File: src/rtl/mux_rr_arbiter.sv
// Round-robin scheduler for a four-way shared bus: registers the grant/select and
// presents the owner's data, forcing a handover after MAX_HOLD cycles of contention.
module mux_rr_arbiter #(
  parameter int WIDTH    = 5,
  parameter int MAX_HOLD = 8
) (
  input  logic             clk,
  input  logic             rst,
  input  logic [3:0]       req,
  input  logic [WIDTH-1:0] d0,
  input  logic [WIDTH-1:0] d1,
  input  logic [WIDTH-1:0] d2,
  input  logic [WIDTH-1:0] d3,
  output logic [3:0]       gnt,
  output logic [1:0]       sel,
  output logic [WIDTH-1:0] bus_out,
  output logic             busy
);

  localparam int CW = (MAX_HOLD > 1) ? $clog2(MAX_HOLD) : 1;
  localparam logic [CW-1:0] HOLD_LAST = CW'(MAX_HOLD - 1);

  typedef enum logic {IDLE, BUSY} state_t;

  state_t         state;
  logic [1:0]     last;
  logic [CW-1:0]  hold_cnt;
  logic [1:0]     next_w;
  logic           do_grant;

  function automatic logic [1:0] pick(input logic [3:0] v, input logic [1:0] start);
    logic [1:0] idx;
    pick = start;
    // Scan from the far end down so the nearest set bit to start wins.
    for (int i = 3; i >= 0; i--) begin
      idx = start + 2'(i);
      if (v[idx]) pick = idx;
    end
  endfunction

  // While busy, last always equals the owner, so one search covers both states.
  always_comb begin
    next_w   = pick(req, last + 2'd1);
    do_grant = 1'b0;
    case (state)
      IDLE: do_grant = |req;
      BUSY: do_grant = (|req) && (!req[sel] || (hold_cnt == HOLD_LAST));
      default: do_grant = 1'b0;
    endcase
  end

  always_ff @(posedge clk) begin
    if (rst) begin
      state    <= IDLE;
      gnt      <= 4'b0000;
      sel      <= 2'b00;
      busy     <= 1'b0;
      hold_cnt <= '0;
      last     <= 2'd3;
    end else if (do_grant) begin
      state    <= BUSY;
      gnt      <= 4'b0001 << next_w;
      sel      <= next_w;
      busy     <= 1'b1;
      last     <= next_w;
      hold_cnt <= '0;
    end else if (state == BUSY) begin
      if (!req[sel]) begin
        state    <= IDLE;
        gnt      <= 4'b0000;
        busy     <= 1'b0;
        hold_cnt <= '0;
      end else begin
        hold_cnt <= hold_cnt + CW'(1);
      end
    end
  end

  always_comb begin
    bus_out = '0;
    if (busy) begin
      case (sel)
        2'd0: bus_out = d0;
        2'd1: bus_out = d1;
        2'd2: bus_out = d2;
        default: bus_out = d3;
      endcase
    end
  end

endmodule

File: config.mk
export PLATFORM = sky130hd
export DESIGN_NAME = mux_rr_arbiter
export DESIGN_NICKNAME = d
export VERILOG_FILES = /design/src/rtl/mux_rr_arbiter.sv
export SDC_FILE = /design/constraint.sdc
export NUM_CORES = 1
export LEC_CHECK = 0
export CAP_MARGIN = 20
export CORE_MARGIN = 1.5
export CORE_UTILIZATION = 39
export CTS_BUF_LIST = sky130_fd_sc_hd__clkbuf_16
export DETAILED_ROUTE_END_ITERATION = 16
export GPL_ROUTABILITY_DRIVEN = 0
export PLACE_DENSITY = 0.86
export SYNTH_ARGS = -nofsm -noshare
export SYNTH_HDL_FRONTEND = slang
export SYNTH_SLANG_ARGS = --single-unit
File: constraint.sdc
create_clock -name clk -period 5.05 [get_ports clk]
set_input_delay 1.01 -clock clk [delete_from_list [all_inputs] [get_ports clk]]
set_output_delay 1.01 -clock clk [all_outputs]
set_load 0.02 [all_outputs]
==> impl_metrics.csv <==
group,metric,value,unit
floorplan,fp.coreArea,1980,µm²
synthesis,synth_enable_flop_cells,0,
routing,dr_total_vias,801,
routing,detail_route.drc_violations,0,
cts,postCtsHoldBufs,0,
outcome,status,"complete, no violations",
timing,tightest_slew,733,ps
synthesis,synth.distinct_cells,33,
timing,timing.final.max_slew_violations,0,
run,max_cap_violations,0,
routing,drt_iter0_drc,5,
timing,report.final.hold_viol_count,0,
global_route,grt_overflow,0,
cts,cts_buffers,3,
power_and_ir_drop,power.static_leakage,0.501,nW
synthesis,ys.flop_type,"sky130_fd_sc_hd__dfxtp_1",
timing,clock.fmax,278,MHz
hold_path,holdCritStartpoint,"gnt[1]$_SDFFE_PP0P_",
global_route,global_route_wire_length_before_repair,3590,µm
floorplan,design.die.area,2420,µm²
global_route,overall_fraction_of_global_route_tracks_in_use,19.7,%
cells_and_area,fillerInstances,161,
cells_and_area,finish.cell_count_without_fillers,148,
synthesis,ys.warnings.count,0,
placed_design,portBuffers,37,
placed_design,place_hpwl,1550,µm
timing,min_period_over_period,71.3,%
floorplan,die_w,49.2,µm
synthesis,yosys-top-cells-area,"sky130_fd_sc_hd__dfxtp_1 (31%), sky130_fd_sc_hd__mux4_1 (16%), sky130_fd_sc_hd__and2_1 (3.8%), sky130_fd_sc_hd__nor2_1 (3.6%), sky130_fd_sc_hd__a21oi_1 (3.0%)",
synthesis,ys_async_sr_fraction,0,%
power_and_ir_drop,power_density,316,nW/µm²
global_route,grt_pass1_vias,762,
hold_path,worst_hold_path_type,"reg -> reg",
placed_design,placed_cell_count,144,
placed_design,placed_area,1210,µm²
synthesis,synth_largest_type_area_fraction,31.3,%
timing,finalCriticalPeriod,3600,ps
cts,number_of_buffers_inserted_by_post_cts_setup_repair,0,
floorplan,site_row_count,16,
routing,wirelength,2040,µm
critical_path,critPathRequiredTime,4040,ps
critical_path,crit_path_start_kind,"input port",
synthesis,synth_top_area_cell,"sky130_fd_sc_hd__dfxtp_1",
timing,worst_clock_skew,3.46,ps
cts,htree_num_levels,1,
cts,cts-resized-gates,0,
global_route,antenna_violations_before_repair,0,
synthesis,postSynthAreaPerCell,9.91,µm²
routing,detailed_routing_iteration_count_for_the_pre_antenna_repair_pass,4,
cells_and_area,drive_above_1_share,9.09,%
cts,cts_sinks,13,
cells_and_area,utilization,64.8,%
floorplan,dieHeight,49.2,µm
critical_path,cp.arrival,2590,ps
cts,clk_transition_reported_paths,40,ps
critical_path,cp_max_fo,1,
synthesis,synth.most_common_cell,"sky130_fd_sc_hd__dfxtp_1",
critical_path,crit_path_start,"d1[2]",
routing,wl_per_cell,13.8,µm
cells_and_area,fin_nets,150,
synthesis,synth_commonest_cells,"sky130_fd_sc_hd__dfxtp_1 (13), sky130_fd_sc_hd__nor2_1 (8)",
critical_path,critPathKind,"in -> out",
routing,detail_route.vias_per_cell,5.41,
synthesis,synth_sequential_area_ratio,31.3,%
critical_path,crit_path_end_kind,"output port",
global_route,grt_start_max_net_pins,13,
timing,grt_setup_unrepaired,"no",
synthesis,mappedNetlistArea,832,µm²
cts,max-clock-path-buffers,2,
synthesis,synth-seq-cells,13,
cells_and_area,num_antenna_cells,0,
cells_and_area,layout.cell_area.non_filler,1280,µm²
synthesis,mappedNetlistNets,112,
cts,clockRootBuffer,"sky130_fd_sc_hd__clkbuf_16",
synthesis,synthCells,84,
power_and_ir_drop,fin_total_pwr,0.406,mW
cells_and_area,area_delta_synth_final,54.4,%
cts,clock_latency_on_the_worst_skew_pair,240,ps
routing,antenna_violating_nets_post_route,0,
floorplan,boundaryPins,38,
critical_path,worst_r2r_start,"sel[0]$_SDFFE_PP0P_",
floorplan,initial_core_utilization,42.0,%
timing,tns,0,ps
timing,timing.final.setup_violations,0,
cts,cts_tree,"built",
timing,max-slew-margin-rel,50.7,%
power_and_ir_drop,irDropWorstVdd,0.280,mV
-- routing by layer --
metal | vias up | wire length, µm | track usage, %
met3 | 2 | 215 | 8.90
met1 | 372 | 843 | 20.1
li1 | 391 | - | -
met5 | - | 0 | 0
met4 | 0 | 10 | 5.71
met2 | 36 | 975 | 35.6
-- sequential cells by signal, summed over array words and instances, names as in the netlist --
| signal | cells |
|---|---|
| gnt | 4 |
| hold_cnt | 3 |
| last | 2 |
| sel | 2 |
| busy | 1 |
| state | 1 |
-- metrics by stage --
stage	setup WS [ps]	hold WS, ps
global route	1370	536
floorplan	2340	537
CTS	1450	488
finish	1450	481
global placement	1460	457
detailed placement	1440	480
-- logic make-up (layout without fill, tap and decap cells) --
logic type                 after synthesis  after routing  synth area share (%)
xor gates and xnor gates                 1              1                  1.05
buffers and inverters                    9             46                  5.87
muxes                                    7              7                  19.8
adders and majority gates                2              2                  3.01
and+or+nand+nor                         32             32                  21.1
DFF                                     13             13                  31.3
AOI/OAI and AO/OA                       20             20                  17.9
-- layout by cell type, fill, tap and decap left out, types with 2 or more instances in the layout --
cell type / instances
sky130_fd_sc_hd__o21ai_1: 2
sky130_fd_sc_hd__ha_1: 2
sky130_fd_sc_hd__nor3_1: 3
sky130_fd_sc_hd__and2_1: 5
sky130_fd_sc_hd__nand2_1: 2
sky130_fd_sc_hd__nor2_1: 8
sky130_fd_sc_hd__clkdlybuf4s50_1: 37
sky130_fd_sc_hd__clkbuf_16: 3
sky130_fd_sc_hd__nor2b_1: 3
sky130_fd_sc_hd__nand2b_1: 3
sky130_fd_sc_hd__o21ai_0: 3
sky130_fd_sc_hd__mux4_1: 5
sky130_fd_sc_hd__dfxtp_1: 13
sky130_fd_sc_hd__and2_2: 2
sky130_fd_sc_hd__nand3_1: 3
sky130_fd_sc_hd__a21oi_1: 5
sky130_fd_sc_hd__inv_1: 6
-- power by group --
part	internal (mW)	switching (mW)
Clock	0.104	0.0430
Combinational	0.0731	0.0556
Sequential	0.114	0.0157
Total	0.291	0.114
-- worst paths after layout --
| kind | end | slack, ps | cells after the start |
|---|---|---|---|
| hold / removal | gnt[1]$_SDFFE_PP0P_ | 480 | 2 |
| setup reg to reg | gnt[1]$_SDFFE_PP0P_ | 2980 | 5 |
| hold reg to reg | gnt[1]$_SDFFE_PP0P_ | 480 | 2 |
| setup / recovery | bus_out[2] | 1450 | 4 |
-- cell type report --
class	count	area (µm²)	share of cell area (%)
well taps	27	33.8	2.63
multi-input cells	62	523	40.7
inverters	5	18.8	1.46
clock buffers	3	75.1	5.84
flip-flops and latches	13	260	20.3
clock inverters	1	3.75	0.292
repair buffers	37	370	28.8
-- worst max-delay path: stages --
cell and delay (ps):
sky130_fd_sc_hd__clkdlybuf4s50_1 400, sky130_fd_sc_hd__mux4_1 490, sky130_fd_sc_hd__and2_1 170, sky130_fd_sc_hd__clkdlybuf4s50_1 530
(Power assumes the default switching activity.)
